### src/rtl/uart_tx_fifo.sv
// Buffered 8N1/8E1/8O1 (1 or 2 stop bits) UART transmitter fed through a
// valid/ready write port into a power-of-two FIFO; frames go out back-to-back.
module uart_tx_fifo #(
  parameter int CLOCKS_PER_BIT = 2604,
  parameter int FIFO_ADDR_BITS = 4,
  parameter int PARITY_EN      = 0,
  parameter int PARITY_ODD     = 0,
  parameter int STOP_BITS      = 1
) (
  input  logic                    clk,
  input  logic                    reset_n,
  input  logic [7:0]              wr_data,
  input  logic                    wr_valid,
  output logic                    wr_ready,
  output logic                    TXD,
  output logic                    busy,
  output logic                    tx_done,
  output logic [FIFO_ADDR_BITS:0] fifo_count
);

  localparam int DEPTH = 1 << FIFO_ADDR_BITS;
  localparam int TW    = $clog2(CLOCKS_PER_BIT);
  localparam logic [TW-1:0]           LAST_TICK = TW'(CLOCKS_PER_BIT - 1);
  localparam logic [FIFO_ADDR_BITS:0] FULL      = (FIFO_ADDR_BITS + 1)'(DEPTH);
  localparam logic                    LAST_STOP = 1'(STOP_BITS - 1);
  localparam logic                    ODD       = 1'(PARITY_ODD);

  typedef enum logic [2:0] {IDLE, START, DATA, PARITY, STOP} state_t;

  state_t                    state_q, state_d;
  logic [TW-1:0]             timer_q, timer_d;
  logic [2:0]                idx_q, idx_d;
  logic                      stop_q, stop_d;
  logic [7:0]                shift_q, shift_d;
  logic                      txd_q, txd_d;
  logic                      done_q, done_d;
  logic [7:0]                mem_q [DEPTH];
  logic [FIFO_ADDR_BITS-1:0] wr_ptr_q, rd_ptr_q;
  logic [FIFO_ADDR_BITS:0]   count_q;
  logic                      push, pop, tick, fifo_empty;

  // Full test uses the registered count, so a pop in the same cycle never frees a slot early.
  assign wr_ready   = reset_n & (count_q != FULL);
  assign push       = wr_valid & wr_ready;
  assign fifo_empty = (count_q == '0);
  assign tick       = (timer_q == LAST_TICK);

  assign TXD        = txd_q;
  assign tx_done    = done_q;
  assign fifo_count = count_q;
  assign busy       = (state_q != IDLE) | ~fifo_empty;

  always_ff @(posedge clk) begin
    if (push) mem_q[wr_ptr_q] <= wr_data;
  end

  always_ff @(posedge clk or negedge reset_n) begin
    if (!reset_n) begin
      wr_ptr_q <= '0;
      rd_ptr_q <= '0;
      count_q  <= '0;
    end else begin
      if (push) wr_ptr_q <= wr_ptr_q + 1'b1;
      if (pop)  rd_ptr_q <= rd_ptr_q + 1'b1;
      if (push && !pop)      count_q <= count_q + 1'b1;
      else if (pop && !push) count_q <= count_q - 1'b1;
    end
  end

  always_comb begin
    state_d = state_q;
    timer_d = tick ? '0 : timer_q + 1'b1;
    idx_d   = idx_q;
    stop_d  = stop_q;
    shift_d = shift_q;
    txd_d   = 1'b1;
    done_d  = 1'b0;
    pop     = 1'b0;
    case (state_q)
      IDLE: begin
        timer_d = '0;
        if (!fifo_empty) begin
          pop     = 1'b1;
          shift_d = mem_q[rd_ptr_q];
          state_d = START;
        end
      end
      START: begin
        txd_d = 1'b0;
        if (tick) begin
          idx_d   = '0;
          state_d = DATA;
        end
      end
      DATA: begin
        txd_d = shift_q[idx_q];
        if (tick) begin
          idx_d = idx_q + 1'b1;
          if (idx_q == 3'd7) begin
            stop_d  = 1'b0;
            state_d = (PARITY_EN != 0) ? PARITY : STOP;
          end
        end
      end
      PARITY: begin
        txd_d = (^shift_q) ^ ODD;
        if (tick) begin
          stop_d  = 1'b0;
          state_d = STOP;
        end
      end
      STOP: begin
        if (tick) begin
          if (stop_q == LAST_STOP) begin
            done_d = 1'b1;
            // Chain straight into the next start bit when more data is queued.
            if (!fifo_empty) begin
              pop     = 1'b1;
              shift_d = mem_q[rd_ptr_q];
              state_d = START;
            end else begin
              state_d = IDLE;
            end
          end else begin
            stop_d = 1'b1;
          end
        end
      end
      default: state_d = IDLE;
    endcase
  end

  // TXD and tx_done are registered, so both trail the state register by one cycle.
  always_ff @(posedge clk or negedge reset_n) begin
    if (!reset_n) begin
      state_q <= IDLE;
      timer_q <= '0;
      idx_q   <= '0;
      stop_q  <= 1'b0;
      txd_q   <= 1'b1;
      done_q  <= 1'b0;
    end else begin
      state_q <= state_d;
      timer_q <= timer_d;
      idx_q   <= idx_d;
      stop_q  <= stop_d;
      txd_q   <= txd_d;
      done_q  <= done_d;
    end
  end

  always_ff @(posedge clk) begin
    shift_q <= shift_d;
  end

endmodule

### config.mk
export PLATFORM = sky130hd
export DESIGN_NAME = uart_tx_fifo
export DESIGN_NICKNAME = d
export VERILOG_FILES = /design/src/rtl/uart_tx_fifo.sv
export SDC_FILE = /design/constraint.sdc
export NUM_CORES = 1
export LEC_CHECK = 0
export CAP_MARGIN = 25
export CORE_MARGIN = 1.5
export CORE_UTILIZATION = 55
export CTS_CLUSTER_SIZE = 14
export DETAILED_ROUTE_END_ITERATION = 12
export GPL_TIMING_DRIVEN = 0
export PLACE_DENSITY = 0.75
export SLEW_MARGIN = 25
export SYNTH_ARGS = -nofsm -noshare
export SYNTH_HDL_FRONTEND = slang
export SYNTH_SLANG_ARGS = --single-unit
### constraint.sdc
create_clock -name clk -period 3.1 [get_ports clk]
set_input_delay 0.62 -clock clk [delete_from_list [all_inputs] [get_ports clk]]
set_output_delay 0.62 -clock clk [all_outputs]
set_load 0.01 [all_outputs]
Word-level counts from Yosys, hierarchy flattened
Memory sizes are Yosys's and may differ from the RTL's.
Index checks and enable logic that the tools add are counted.
- $add $sub $neg: 6
- $lt $le $gt $ge: 1
- equality and inequality tests: 14
- multiplexer cells: 38
- bitwise logic cells: 4
- reductions and logical operators: 16
- operator list (cell ; number):
    two-way mux 3 bit ; 9
    two-way mux 12 bit ; 2
    two-way mux 8 bit ; 3
    one-hot mux 8 bit (2 select lines) ; 1
    two-way mux 1 bit ; 15
    one-hot mux 3 bit (5 select lines) ; 1
    inequality test 2 bit, second input constant ; 7
    adder 12 x 1 -> 12 bit, second input constant ; 1
    equality test 12 bit, second input constant ; 1
    two-way mux 5 bit ; 2
    adder 4 x 1 -> 4 bit, second input constant ; 2
    XOR reduction 8 bit ; 1
    AND reduction 7 bit ; 1
    equality test 3 x 2 -> 1 bit, second input constant ; 2
    equality test 3 bit, second input constant ; 2
    one-hot mux 1 bit (3 select lines) ; 2
    one-hot mux 3 bit (2 select lines) ; 1
    AND reduction 3 bit ; 2
    nonzero test 2 bit ; 3
    nonzero test 3 bit ; 2
    adder 5 x 1 -> 5 bit, second input constant ; 1
    zero test 5 bit ; 1
    inequality test 5 bit, second input constant ; 1
    AND reduction 5 bit ; 1
    12 further kinds ; 15
- flip-flop bits (word level): 42
- memory bits (writable): 128
- bits of input ports: 11
- output and inout port bits: 9
- word-level logic and storage cells: 90
- memories: 1
- memories (name ; words ; bits a word ; rd ports ; clocked after Yosys merged registers in ; wr ports ; line ; text):
    mem_q ; 16 ; 8 ; 1 ; 0 ; 1 ; 37 ; logic [7:0] mem_q [DEPTH];

Logic depth before layout (Yosys ltp)
- depth after elaboration: 8
- depth in mapped cells: 14
- gate-level depth less buffers: 12

Least setup slack after synthesis
Ideal clock, no wire load.
- path type: register to register
- from: register timer_q[6]
- to: register count_q[4], in the netlist fifo_count[4]
- setup time: 0.080 ns
- arrival time: 3.254 ns
- required time: 3.020 ns
- setup slack: -0.234 ns
- cell stages (with the launch flop): 13
- path buffers: 1
- clock period less this slack: 3.334 ns
- cells stage by stage: dfrtp_1 or4b_4 or4_1 buf_2 a21oi_4 inv_1 ha_1 inv_1 ha_1 a21o_1 a21oi_1 mux2i_1 xnor2_1
- longest elaborated chain between the ends: 6
- elaborated cells on any way between the ends: 8
- classes of those cells: 1 x eq/ne; 3 x mux; 4 x reduce/logical
- ends and longest elaborated chain (item ; line ; text):
    from (decl) ; 31 ; logic [TW-1:0] timer_q, timer_d;
    from (signal assigned) ; 144 ; timer_q <= timer_d;
    equality test 12 bit (*) ; 46 ; assign tick = (timer_q == LAST_TICK);
    two-way mux 1 bit (*) ; 113 ; if (tick) begin
    one-hot mux 1 bit (2 select lines) (*) ; 79 ; case (state_q)
    zero test 1 bit ; 65 ; if (push && !pop) count_q <= count_q + 1'b1;
    logical AND 1 bit ; 65 ;
    two-way mux 5 bit or nonzero test 2 bit (tied branches) ; - ;
    to (signal assigned) ; 65 ;
    to (signal assigned) ; 66 ; else if (pop && !push) count_q <= count_q - 1'b1;
    to (decl) ; 39 ; logic [FIFO_ADDR_BITS:0] count_q;
Every way passes the cells marked *; elsewhere a longest branch is shown, timed or not.
A chain may end at the register's enable or synchronous reset.

Final worst setup path
- from: register count_q[0], in the netlist fifo_count[0]
- to: output busy
- longest elaborated chain between the ends: 3
- ends and longest elaborated chain (item ; line ; text):
    zero test 5 bit ; 45 ; assign fifo_empty = (count_q == '0);
    NOT 1 bit ; 51 ; assign busy = (state_q != IDLE) | ~fifo_empty;
    bitwise OR 1 bit ; 51 ;
    to (decl) ; 16 ; output logic busy,
Every way passes these cells.

==> flow_metrics.env <==
export IMPL_drive_gt1_share_pct=21.4
export IMPL_htreeDepth=4
export IMPL_routed_wl_um=13700
export IMPL_finalHoldViolCount=0
export IMPL_dp_hpwl_um=8710
export IMPL_ys_ff_latch=169
export IMPL_p_leak_nw=2.76
export IMPL_start_kind="flop"
export IMPL_critPathRequiredTime_ns=2.48
export IMPL_cp_startpoint="fifo_count[0]"
export IMPL_area_growth_synth_to_final_pct=15.5
export IMPL_syn_num_nets=423
export IMPL_drt_iter0_drc=342
export IMPL_clkTransAtPathRegs_ns=0.06
export IMPL_path_buf_inv=1
export IMPL_p_clk_share_pct=37.3
export IMPL_r2r_slack_ns=0.09
export IMPL_fin_area_um2=8140
export IMPL_power_share_combinational_pct=11.3
export IMPL_ant_nets=0
export IMPL_antenna_found_initial=0
export IMPL_mostFrequentLayoutCells="edfxtp_1 (136), mux4_2 (41), nor2_1 (31), dfrtp_1 (31), clkbuf_1 (19)"
export IMPL_p_sw_share_pct=24.2
export IMPL_routabilityCongestion=0.776
export IMPL_cts_root_buf="clkbuf_16"
export IMPL_p_switching_mw=1.27
export IMPL_power_density_nw_per_um2=645
export IMPL_maxCapViolations=0
export IMPL_synthCells=399
export IMPL_cts_sinks=169
export IMPL_portBuffers=19
export IMPL_grt_overflow_total=0
export IMPL_synthTopCellsByArea="edfxtp_1 (58%), mux4_2 (13%), dfrtp_1 (11%)"
export IMPL_placed_cells=591
export IMPL_finalCritPeriodShare_pct=97.6
export IMPL_cp_max_fo=6
export IMPL_clk_latency_ns=0.43
export IMPL_core_um2=12600
export IMPL_final_common_cell="edfxtp_1"
export IMPL_die_height_um=116
export IMPL_intPower_mw=3.98
export IMPL_grt_max_degree=22
export IMPL_num_antenna_cells=0
export IMPL_yosysTopAreaCell="edfxtp_1"
export IMPL_placed_area_um2=7540
export IMPL_outcome="completed"
export IMPL_std_cell_rows=41
export IMPL_cpMostUsedCell="or4_1"
export IMPL_grt_pass1_wl_um=21600
export IMPL_yosysTopAreaCellShare_pct=57.9
export IMPL_ys_flop_type="edfxtp_1"
export IMPL_ios=20
export IMPL_final_cells=629
export IMPL_wl_per_cell_um=21.8
export IMPL_crit_chain="or4_1 > or4_1 > clkdlybuf4s50_1"
export IMPL_clockBufferDepth=2
export IMPL_slowest_delay_ns=0.59
export IMPL_numCtsBuffers=17
export IMPL_final_util_pct=64.8
export IMPL_r2r_start="timer_q[8]"
export IMPL_pwr_share_seq_pct=51.4
export IMPL_postSynth_asyncResetShare_pct=19.5
export IMPL_final_nets=468
export IMPL_avgSynthCellArea_um2=17.7
export IMPL_tightest_slew_ns=0.858
export IMPL_drv_slew=0
export IMPL_fp_dieW_um=116
export IMPL_critical_path_top_delay_family="simple AND/OR/NAND/NOR gates"
export IMPL_end_kind="primary output"
export IMPL_synth_edf_count=136
export IMPL_max_slew_margin_pct=42.3
export IMPL_skew_ns=0.0109
export IMPL_nFillCells=865
export IMPL_yosysWarnings=0
export IMPL_clock_fmax_mhz=331
export IMPL_vias=3660
export IMPL_grt_pass1_vias=3830
export IMPL_slowest_stage="or4_1"
export IMPL_cts_tree="done"
export IMPL_ir_drop_mv=0.449
export IMPL_fin_crit_ns=3.02
export IMPL_arrival_ns=2.40
export IMPL_die_area_um2=13500
export IMPL_tns_ns=0
export IMPL_start_util_pct=56.1
export IMPL_drtPass1Iterations=4
export IMPL_worst_hold_path_type="input port to asynchronous set/reset pin"
export IMPL_holdWs_ns=0.117
export IMPL_grt_total_usage_pct=22.9
export IMPL_seq_area_frac_synth_pct=69.7
export IMPL_via_per_inst=5.82
export IMPL_crit_type="flop to primary output"
export IMPL_synth_cell_types=43
export IMPL_drc=0
export IMPL_synth_area_um2=7050
export IMPL_setup_viol=0
state kept, by name, indices dropped and copies added (netlist names):
| signal | count |
|---|---|
| fifo_count | 5 |
| timer_q | 12 |
| tx_done | 1 |
| mem_q | 128 |
| shift_q | 8 |
| state_q | 3 |
| TXD | 1 |
| rd_ptr_q | 4 |
| wr_ptr_q | 4 |
| idx_q | 3 |
cell usage after synthesis, types with 5 or more instances:
| library cell | instances |
|---|---|
| buf_2 | 5 |
| clkbuf_1 | 14 |
| dfrtp_1 | 32 |
| edfxtp_1 | 136 |
| ha_1 | 12 |
| inv_1 | 6 |
| mux4_2 | 41 |
| nand2_1 | 13 |
| nand2b_1 | 5 |
| nand3_1 | 12 |
| nand4_1 | 7 |
| nor2_1 | 31 |
| nor3_1 | 6 |
| o21ai_1 | 5 |
| xnor2_1 | 18 |
| xor2_1 | 9 |
power by group through the flow:
| stage | sequential (mW) | clock [mW] | combinational (mW) |
|---|---|---|---|
| finish | 2.70 | 1.96 | 0.594 |
| CTS | 2.70 | 1.99 | 0.600 |
| detailed placement | 2.74 | 0 | 0.596 |
| global placement | 2.73 | 0 | 0.554 |
| floorplan | 2.73 | 0 | 0.349 |
| global route | 2.71 | 2.08 | 0.659 |
area by class of cell:
class	count	area (µm²)	area share, %
timing repair buffer	27	265	3.26
sequential	169	4910	60.3
clock buffer	23	448	5.50
multi-input combinational	202	2090	25.7
inverter	6	25.0	0.307
buffer	21	91.3	1.12
tap	172	215	2.64
clock inverter	9	92.6	1.14
stage by stage:
stage / total power [mW] / worst slack, ns
after floorplan: 3.08 / 0.0181
after global placement: 3.29 / -1.52
after detailed placement: 3.34 / -0.338
after CTS: 5.29 / 0.0474
after global routing: 5.45 / -0.0193
final: 5.25 / 0.0759
what timing repair did:
action	CTS	global route
hold buffers	0	0
setup endpoints to repair	3	2
endpoints found under the hold margin	0	0
setup buffers	1	6
gates resized for setup	1	2
pin swaps	1	2
logic make-up (layout without fill, tap and decap cells):
family / count (synthesis) / count (layout) / share of synthesized area [%]
fa+ha+maj: 13 / 13 / 2.41
simple gates: 92 / 92 / 6.66
mux: 46 / 46 / 13.8
xor+xnor: 27 / 27 / 3.35
compound gates: 24 / 24 / 2.48
flops: 169 / 169 / 69.7
buf+inv: 28 / 86 / 1.58
routing by layer:
| layer | up-vias | share of wire, % | global-route usage (%) |
|---|---|---|---|
| met1 | 1894 | 40 | 28.5 |
| met2 | 91 | 52 | 38.2 |
| li1 | 1651 | - | - |
| met5 | - | 0 | 0 |
| met4 | 0 | 2.4 | 10.9 |
| met3 | 24 | 5.4 | 5.60 |
worst paths after layout:
check	end	cells past startpoint
max	busy	3
min	timer_q[10]	1
max reg2reg	fifo_count[4]	12
min reg2reg	timer_q[0]	1
max in group asynchronous	timer_q[0]	2
min in group clk	timer_q[0]	1
Power figures use the tool's default switching activity.
